[config.mk]
export PLATFORM = sky130hd
export DESIGN_NAME = fproc_arbiter
export DESIGN_NICKNAME = d
export VERILOG_FILES = /design/src/rtl/fproc_arbiter.sv
export SDC_FILE = /design/constraint.sdc
export NUM_CORES = 1
export LEC_CHECK = 0
export ABC_AREA = 1
export ABC_CLOCK_PERIOD_IN_PS = 3600
export BUFFER_PORTS_ARGS = -buffer_cell sky130_fd_sc_hd__buf_4
export CAP_MARGIN = 20
export CELL_PAD_IN_SITES_DETAIL_PLACEMENT = 1
export CELL_PAD_IN_SITES_GLOBAL_PLACEMENT = 1
export CORE_MARGIN = 3
export CORE_UTILIZATION = 40
export CTS_BUF_LIST = sky130_fd_sc_hd__clkbuf_2 sky130_fd_sc_hd__clkbuf_4 sky130_fd_sc_hd__clkbuf_8
export CTS_CLUSTER_DIAMETER = 100
export DETAILED_ROUTE_END_ITERATION = 16
export PLACE_DENSITY_LB_ADDON = 0.1
export SLEW_MARGIN = 30
export SYNTH_ARGS = -nofsm -noshare
export SYNTH_HDL_FRONTEND = slang
export SYNTH_SLANG_ARGS = --single-unit
[constraint.sdc]
create_clock -name clk -period 3.6 [get_ports clk]
set_input_delay 0 -clock clk [delete_from_list [all_inputs] [get_ports clk]]
set_output_delay 0 -clock clk [all_outputs]
set_load 0.02 [all_outputs]
[src/rtl/fproc_arbiter.sv]
// fproc_arbiter: shares one function processor between N_CORES requesting cores.
//
// Each core posts a one-cycle request (core_enable[k] with core_id[k]). Requests are
// held as pending until served. A round-robin arbiter picks one pending core, issues its
// id to the function processor, waits for fp_ready (or a timeout), and returns the
// result to that core with a one-cycle core_ready pulse.
//
// Ports:
//   clk, reset                - clock; asynchronous active-high reset
//   core_id, core_enable      - per-core request id (core k at [k*W +: W]) and request pulse
//   core_ready, core_data     - per-core completion pulse; shared result bus
//   fp_id, fp_enable          - id and issue strobe towards the function processor
//   fp_ready, fp_data         - completion strobe and result from the function processor
//   busy                      - arbiter not idle
//   err_dup, err_timeout      - sticky: request dropped / WAIT timed out
// All outputs are registered.
module fproc_arbiter #(
  parameter int unsigned N_CORES            = 4,
  parameter int unsigned FPROC_ID_WIDTH     = 8,
  parameter int unsigned FPROC_RESULT_WIDTH = 32,
  parameter int unsigned TIMEOUT_CYCLES     = 1024
) (
  input  logic                                clk,
  input  logic                                reset,
  input  logic [N_CORES*FPROC_ID_WIDTH-1:0]   core_id,
  input  logic [N_CORES-1:0]                  core_enable,
  output logic [N_CORES-1:0]                  core_ready,
  output logic [FPROC_RESULT_WIDTH-1:0]       core_data,
  output logic [FPROC_ID_WIDTH-1:0]           fp_id,
  output logic                                fp_enable,
  input  logic                                fp_ready,
  input  logic [FPROC_RESULT_WIDTH-1:0]       fp_data,
  output logic                                busy,
  output logic                                err_dup,
  output logic                                err_timeout
);

  localparam int unsigned GW  = (N_CORES > 1) ? $clog2(N_CORES) : 1;
  localparam int unsigned GW1 = GW + 1;
  localparam int unsigned CW  = $clog2(TIMEOUT_CYCLES);

  typedef enum logic [1:0] {StIdle, StIssue, StWait, StDone} state_e;

  state_e                                       state_q, state_d;
  logic [N_CORES-1:0]                           pending_q, pending_d;
  logic [N_CORES-1:0][FPROC_ID_WIDTH-1:0]       req_id_q, req_id_d;
  logic [GW-1:0]                                grant_q, grant_d;
  logic [GW-1:0]                                last_q, last_d;
  logic [CW-1:0]                                cnt_q, cnt_d;
  logic [N_CORES-1:0]                           core_ready_q, core_ready_d;
  logic [FPROC_RESULT_WIDTH-1:0]                core_data_q, core_data_d;
  logic [FPROC_ID_WIDTH-1:0]                    fp_id_q, fp_id_d;
  logic                                         fp_enable_q, fp_enable_d;
  logic                                         busy_q, busy_d;
  logic                                         err_dup_q, err_dup_d;
  logic                                         err_timeout_q, err_timeout_d;

  // Round-robin search: first pending core at or after last_grant+1, wrapping mod N_CORES.
  logic          rr_found;
  logic [GW-1:0] rr_sel;
  logic [GW1-1:0] rr_sum;

  always_comb begin
    rr_found = 1'b0;
    rr_sel   = '0;
    rr_sum   = '0;
    for (int unsigned i = 0; i < N_CORES; i++) begin
      rr_sum = {1'b0, last_q} + GW1'(1) + GW1'(i);
      if (rr_sum >= GW1'(N_CORES)) begin
        rr_sum = rr_sum - GW1'(N_CORES);
      end
      if (!rr_found && pending_q[rr_sum[GW-1:0]]) begin
        rr_found = 1'b1;
        rr_sel   = rr_sum[GW-1:0];
      end
    end
  end

  always_comb begin
    state_d       = state_q;
    pending_d     = pending_q;
    req_id_d      = req_id_q;
    grant_d       = grant_q;
    last_d        = last_q;
    cnt_d         = cnt_q;
    core_ready_d  = '0;
    core_data_d   = core_data_q;
    fp_id_d       = fp_id_q;
    fp_enable_d   = 1'b0;
    err_dup_d     = err_dup_q;
    err_timeout_d = err_timeout_q;

    unique case (state_q)
      StIdle: begin
        if (rr_found) begin
          grant_d     = rr_sel;
          fp_id_d     = req_id_q[rr_sel];
          fp_enable_d = 1'b1;
          state_d     = StIssue;
        end
      end
      StIssue: begin
        cnt_d   = '0;
        state_d = StWait;
      end
      StWait: begin
        // fp_ready takes priority over a timeout landing in the same cycle.
        if (fp_ready) begin
          core_data_d           = fp_data;
          core_ready_d[grant_q] = 1'b1;
          state_d               = StDone;
        end else if (cnt_q == CW'(TIMEOUT_CYCLES - 1)) begin
          core_data_d           = '1;
          err_timeout_d         = 1'b1;
          core_ready_d[grant_q] = 1'b1;
          state_d               = StDone;
        end else begin
          cnt_d = cnt_q + CW'(1);
        end
      end
      StDone: begin
        pending_d[grant_q] = 1'b0;
        last_d             = grant_q;
        state_d            = StIdle;
      end
      default: state_d = StIdle;
    endcase

    // Intake after the DONE clear so the served core may re-request in its DONE cycle.
    for (int unsigned k = 0; k < N_CORES; k++) begin
      if (core_enable[k]) begin
        if (pending_d[k]) begin
          err_dup_d = 1'b1;
        end else begin
          pending_d[k] = 1'b1;
          req_id_d[k]  = core_id[k*FPROC_ID_WIDTH +: FPROC_ID_WIDTH];
        end
      end
    end

    busy_d = (state_d != StIdle);
  end

  always_ff @(posedge clk or posedge reset) begin
    if (reset) begin
      state_q       <= StIdle;
      pending_q     <= '0;
      req_id_q      <= '0;
      grant_q       <= '0;
      last_q        <= GW'(N_CORES - 1);
      cnt_q         <= '0;
      core_ready_q  <= '0;
      core_data_q   <= '0;
      fp_id_q       <= '0;
      fp_enable_q   <= 1'b0;
      busy_q        <= 1'b0;
      err_dup_q     <= 1'b0;
      err_timeout_q <= 1'b0;
    end else begin
      state_q       <= state_d;
      pending_q     <= pending_d;
      req_id_q      <= req_id_d;
      grant_q       <= grant_d;
      last_q        <= last_d;
      cnt_q         <= cnt_d;
      core_ready_q  <= core_ready_d;
      core_data_q   <= core_data_d;
      fp_id_q       <= fp_id_d;
      fp_enable_q   <= fp_enable_d;
      busy_q        <= busy_d;
      err_dup_q     <= err_dup_d;
      err_timeout_q <= err_timeout_d;
    end
  end

  assign core_ready  = core_ready_q;
  assign core_data   = core_data_q;
  assign fp_id       = fp_id_q;
  assign fp_enable   = fp_enable_q;
  assign busy        = busy_q;
  assign err_dup     = err_dup_q;
  assign err_timeout = err_timeout_q;

endmodule

==> results.toml, run 1 <==
[route]
first_pass_iters = 4
first_iter_violations = 235
drtAntennaViolNets = 0
drt-met1-wl_mm = 6.30
routedWlPerCell_um = 17.1
wl_met2_mm = 8.08
met3_length_um = 412
vias = 4401
drc_errors = 0
highest_layer = "met4"
routed_via_density = 4.97
wl_mm = 15.1

[die]
start_util_pct = 41.7
rows = 38
dieArea_um2 = 12800
die_y_um = 113
die_x_um = 113
ioPinCount = 119
core-area_um2 = 11000

[clocking]
htree_levels = 3
numCtsBuffers = 9
holdBufCountCts = 69
clock_latency_ns = 0.37
cts.repair.resized = 0
cts_tree = "built"
clk_pin_slew_ns = 0.10
cts_root_buf = "clkbuf_8"
cts_sinks = 100
clockBufferDepth = 2
post_cts_buffers = 0

[yosys]
yosys-top-cells-count = "nand2_1, dfrtp_1, nor2_1, inv_1, o21ai_0"
synthesis.area_um2 = 4600
ys_seq_area_share_pct = 54.5
synth_area_per_cell_um2 = 8.27
synth-simple-area-share_pct = 26.6
synth_mux_area_share_pct = 0
yosysTopAreaCell = "dfrtp_1"
synth.top_cell.area_share_pct = 53.3
synth_edf_count = 0
synthXorXnorAreaFrac_pct = 0.381
ys_warn_count = 0
synth_top_family_by_area = "simple AND/OR/NAND/NOR gates"
syn_inst = 556
synth-adder-area-share_pct = 0.272
synth-seq-cells = 100
synth.area.top_cells = "dfrtp_1, nand2_1, nor2_1"
yosysMostFrequentCell = "nand2_1"
async_flop_share_pct = 100
synth_fp_nets = 628
synth_cell_types = 32
synth_compound_area_share_pct = 10.5
synthFlopType = "dfrtp_1"

[global_route]
grt_remaining_overflow = 0
grt_usage_pct = 24.7
grt_max_degree = 58
antenna_found_initial = 0
grt_pass1_wl_mm = 25.0
grt_pass1_vias = 4871

[layout]
layout.cells.non_filler = 885
final_area_um2 = 6500
syn_to_final_growth_pct = 41.3
drive_gt1_share_pct = 23.0
fillers = 1334
final_nets = 812
antenna_cells = 0

[critical_path]
startpoint = "last_q[0]"
cp-start-kind = "register"
arrival_ns = 2.71
worstReg2RegStart = "last_q[0]"
path_class = "register to register"
required_ns = 3.86
path_max_fanout = 18
crit_path_end_kind = "register"

[sta]
setup_tns_ns = 0
final_hold_viol_count = 0
slew_headroom_pct = 50.8
maxSlewViolCount = 0
final-setup-viol-count = 0
rsz0062_at_grt = "no"
period_minus_slack_ns = 2.46
fmax_mhz = 407
worst_pin_slew_ns = 0.738
finClkSkew_ns = 0.00859
finalCritPeriodShare_pct = 68.3

[place]
routabilityCongestion = 0.844
post-place-cells = 800
dpl_cell_area_um2 = 5600
place_hpwl_mm = 9.92
place.port_buffers = 118

[status]
status = "finished, final reports clean"

[power]
leakagePower_nw = 3.31
powerDensity_nw_per_um2 = 830
ir_drop_mv = 0.376

[hold_path]
hold_start = "fp_ready"
hold_class = "input port to register"

[run]
drv_cap = 0
## final cells by class
class	count	area (µm²)	share of cell area, %
inverters	66	250	3.85
well taps	140	175	2.70
flip-flops and latches	100	2500	38.6
clock buffers	11	145	2.23
repair buffers	192	1610	24.8
multi-input cells	371	1750	26.9
clock inverters	5	58.8	0.905
## per-stage QoR
stage / util (%) / hold WS [ns] / setup WS [ns] / total power, mW
finish: 58.9 / 0.0612 / 1.14 / 5.39
global route: 58.9 / 0.102 / 0.911 / 5.81
CTS: 58.9 / 0.0489 / 1.13 / 5.40
detailed placement: 50.8 / 0.186 / 1.15 / 4.58
global placement: 50.8 / 0.181 / 1.26 / 4.45
floorplan: - / 0.111 / 0.985 / 3.63
## cells by family after synthesis
kind of cell / count (synthesis)
AO/OA/AOI/OAI: 93
XOR/XNOR: 2
adder cells (fa/ha/maj): 1
buffers and inverters: 85
AND/OR/NAND/NOR: 275
flip-flops: 100
## per-layer routing
metal  GRT usage, %  vias up
li1               -     2119
met1           30.3     2172
met2           45.1       85
met3           2.89       25
met4           8.33        0
met5              0        -
## path summary, 6_finish.rpt
path	cells after the start	end	slack, ns
worst max register to register	13	fp_id[0]	1.14
worst max-delay path	13	fp_id[0]	1.14
worst min register to register	2	core_data[15]	0.49
max in group asynchronous	4	last_q[0]	2.40
worst min-delay path	3	state_q[0]	0.06
min in group asynchronous	3	cnt_q[1]	0.32
## state kept, by name, summed over array words and instances (netlist names), 2 cells and up
signal,count
cnt_q,10
core_data,32
core_ready,4
fp_id,8
grant_q,2
last_q,2
pending_q,4
req_id_q,32
state_q,2
## worst max-delay path: stages, from the launching register on
cell and delay [ns]:
dfstp_2 0.71, inv_2 0.14, nand2_1 0.08, nand2_1 0.08, nand2_2 0.11, nand2_4 0.08, nor2_8 0.12, nand3_4 0.10
nand3_2 0.22, nand2_4 0.21, inv_1 0.22, nand2_1 0.08, nand3_1 0.11, nand3_1 0.09
## cells in the final DEF (no fill, tap or decap), drive strengths merged, types with 6 or more instances in the layout
| master | count |
|---|---|
| a21oi | 39 |
| inv | 66 |
| nand3 | 42 |
| dlygate4sd3 | 69 |
| o21ai | 50 |
| nor2 | 82 |
| nor3 | 6 |
| buf | 123 |
| clkbuf | 11 |
| dfrtp | 98 |
| nand2 | 142 |
## report_power, final
group / total [mW] / switching, mW / internal (mW)
Combinational: 2.76 / 1.80 / 0.961
Sequential: 1.89 / 0.280 / 1.61
Clock: 0.749 / 0.399 / 0.350
Total: 5.39 / 2.47 / 2.92
No activity file was read; power rests on OpenSTA's default activity.
==> run 2, diff against run 1 <==
ABC_AREA = 0   (was 1)
ABC_CLOCK_PERIOD_IN_PS = 2000   (was 3600)
CORE_UTILIZATION = 38   (was 40)
clock period = 2 ns   (was 3.6 ns; I/O delays follow)
==> run 2 against run 1 <==
  * Clock skew up 0.0058 ns
  * Die area fell by 3.6%
  * Via count fell by 26%
  * Clock power rose by 68%
  * Sequential power is 79% higher
  * Utilization shrank 0.68 points
  * Critical path depth decreased by 7
  * Cell area decreased by 5.4%
  * Register-to-register slack worse by 1.0 ns
  * Count of clock-buffer cells in the layout is 2 lower
  * Non-clock buffer count increased by 5
  * Critical path type unchanged
  * Largest cell class unchanged
==> results.toml, run 2 <==
[status]
status = "finished, final reports clean"

[power]
ir_drop_mv = 0.684
finalPower_mw = 8.41
powerDensity_nw_per_um2 = 1370
leakagePower_nw = 2.81

[critical_path]
critPathTopFamily = "compound AO/OA/AOI/OAI gates"
rr_endpoint = "fp_id[1]"
cpMaxStageDelayCell = "dfstp_2"
path_max_fanout = 17
worstReg2RegStart = "last_q[0]"
crit_path_end_kind = "register"
slowest_delay_ns = 0.55
worstPathCellList = "nand2b_1 -> o21ai_0 -> a211oi_4 -> buf_12 -> mux2i_1 -> o221ai_1"
cp-endpoint = "fp_id[1]"
path_buf_inv = 1
rrSetupSlack_ns = 0.12
cp-start-kind = "register"
crit_cells = 6
path_class = "register to register"
arrival_ns = 2.11
ff2ff_path_depth = 6
startpoint = "last_q[0]"
required_ns = 2.23

[route]
routed_via_density = 5.01
drtAntennaViolNets = 0
vias = 3272
wl_mm = 11.3
routedWlPerCell_um = 17.3
drc_errors = 0
first_pass_iters = 4
first_iter_violations = 92

[yosys]
ys_warn_count = 0
synth_edf_count = 0
synth_area_per_cell_um2 = 13.3
synth_fp_nets = 388
synth_compound_area_share_pct = 12.9
synthXorXnorAreaFrac_pct = 0.626
synth_top_family_by_area = "multiplexers"
synth.top_cell.area_share_pct = 58.4
synthFlopType = "dfrtp_1"
yosysMostFrequentCell = "dfrtp_1"
synth.area.top_cells = "dfrtp_1, mux2_2, o22a_1"
ys_seq_area_share_pct = 59.6
yosysTopAreaCell = "dfrtp_1"
synthesis.area_um2 = 4200
syn_inst = 316
yosys-top-cells-count = "dfrtp_1, mux2_2, o22a_1, nand2_1, mux2i_1"
synth_cell_types = 44
synth_mux_area_share_pct = 13.9
synth-seq-cells = 100
async_flop_share_pct = 100
synth-simple-area-share_pct = 9.15
synth-adder-area-share_pct = 0.298

[global_route]
grt_pass1_vias = 3652
grt_pass1_wl_mm = 18.4
antenna_found_initial = 0
grt_max_degree = 69
grt_remaining_overflow = 0
grt_usage_pct = 18.5

[place]
place_hpwl_mm = 7.53
place.port_buffers = 118
routabilityCongestion = 0.791
pre_cts_ws_ns = 0.0663

[die]
die_y_um = 111
dieArea_um2 = 12400
rows = 37
start_util_pct = 39.8
ioPinCount = 119
core-area_um2 = 10600
die_x_um = 111

[hold_path]
hold_class = "input port to register"

[clocking]
clock_latency_ns = 0.37
clk_pin_slew_ns = 0.11
cts_sinks = 100
cts_root_buf = "clkbuf_8"
cts_tree = "built"
htree_levels = 3
clockBufferDepth = 2
numCtsBuffers = 9
post_cts_buffers = 0

[sta]
maxSlewViolCount = 0
worst_pin_slew_ns = 0.449
setup_slack_ns = 0.119
finClkSkew_ns = 0.0144
final-setup-viol-count = 0
period_minus_slack_ns = 1.88
final_hold_viol_count = 0
finalCritPeriodShare_pct = 94.1
setup_tns_ns = 0
fmax_mhz = 532
slew_headroom_pct = 70.0
rsz0062_at_grt = "no"

[layout]
layout_commonest_cell = "buf_4"
final_nets = 584
drive_gt1_share_pct = 37.1
antenna_cells = 0
syn_to_final_growth_pct = 46.3
mostFrequentLayoutCells = "buf_4, dfrtp_1, dlygate4sd3_1"

[run]
drv_cap = 0
[run 2: per-stage QoR]
step           hold WS (ns)  area, µm²  cells  utilization, %
4_1_cts               0.115       6130    652            58.1
2_1_floorplan         0.108       4200    316               -
3_3_place_gp          0.148       5250    567            49.8
3_5_place_dp          0.153       5250    567            49.8
5_1_grt               0.172       6150    653            58.2
6_report              0.154       6150    653            58.2
[run 2: worst min path at each step]
stage	startpoint	endpoint	slack (ns)	cells past startpoint
after CTS	fp_ready	cnt_q[2]	0.12	5
after detailed placement	reset	req_id_q[11]	0.15	3
final	fp_ready	cnt_q[2]	0.15	5
after global placement	reset	req_id_q[3]	0.15	3
after floorplan	core_enable[0]	pending_q[0]	0.11	1
after global routing	fp_ready	cnt_q[2]	0.17	5
[run 2: routing by layer]
| layer | routed length (µm) | track usage [%] | up-vias |
|---|---|---|---|
| li1 | - | - | 1530 |
| met1 | 4600 | 21.7 | 1653 |
| met2 | 6000 | 33.5 | 70 |
| met3 | 433 | 3.77 | 19 |
| met4 | 232 | 6.57 | 0 |
| met5 | 0 | 0 | - |
[run 2: logic make-up after synthesis]
| group | after synthesis |
|---|---|
| simple gates | 73 |
| buf+inv | 22 |
| fa+ha+maj | 1 |
| mux | 54 |
| compound gates | 63 |
| xor+xnor | 3 |
| flops | 100 |
[run 2: worst min-delay path, cell delays in order]
cell and delay, ns:
buf_4 0.11, a41oi_4 0.06, buf_4 0.14, nand3_1 0.09, mux2i_1 0.07
[run 2: final cells by class]
| cell class | instances | area, µm² |
|---|---|---|
| clock buffer | 9 | 124 |
| clock inverter | 7 | 65.1 |
| fill | 1077 | 4410 |
| inverter | 9 | 37.5 |
| multi-input combinational | 195 | 1570 |
| sequential | 100 | 2500 |
| tap | 136 | 170 |
| timing repair buffer | 197 | 1680 |
[run 2: timing repair]
item / CTS / global route
hold buffers: 69 / 0
hold endpoints to repair: 167 / 0
endpoints found under the setup margin: 0 / 40
gates resized for setup: 0 / 2
[run 2: power by group]
| group | leakage, nW | switching [mW] | internal (mW) |
|---|---|---|---|
| Sequential | 1.19 | 0.528 | 2.87 |
| Combinational | 1.53 | 1.88 | 1.87 |
| Clock | 0.0943 | 0.779 | 0.484 |
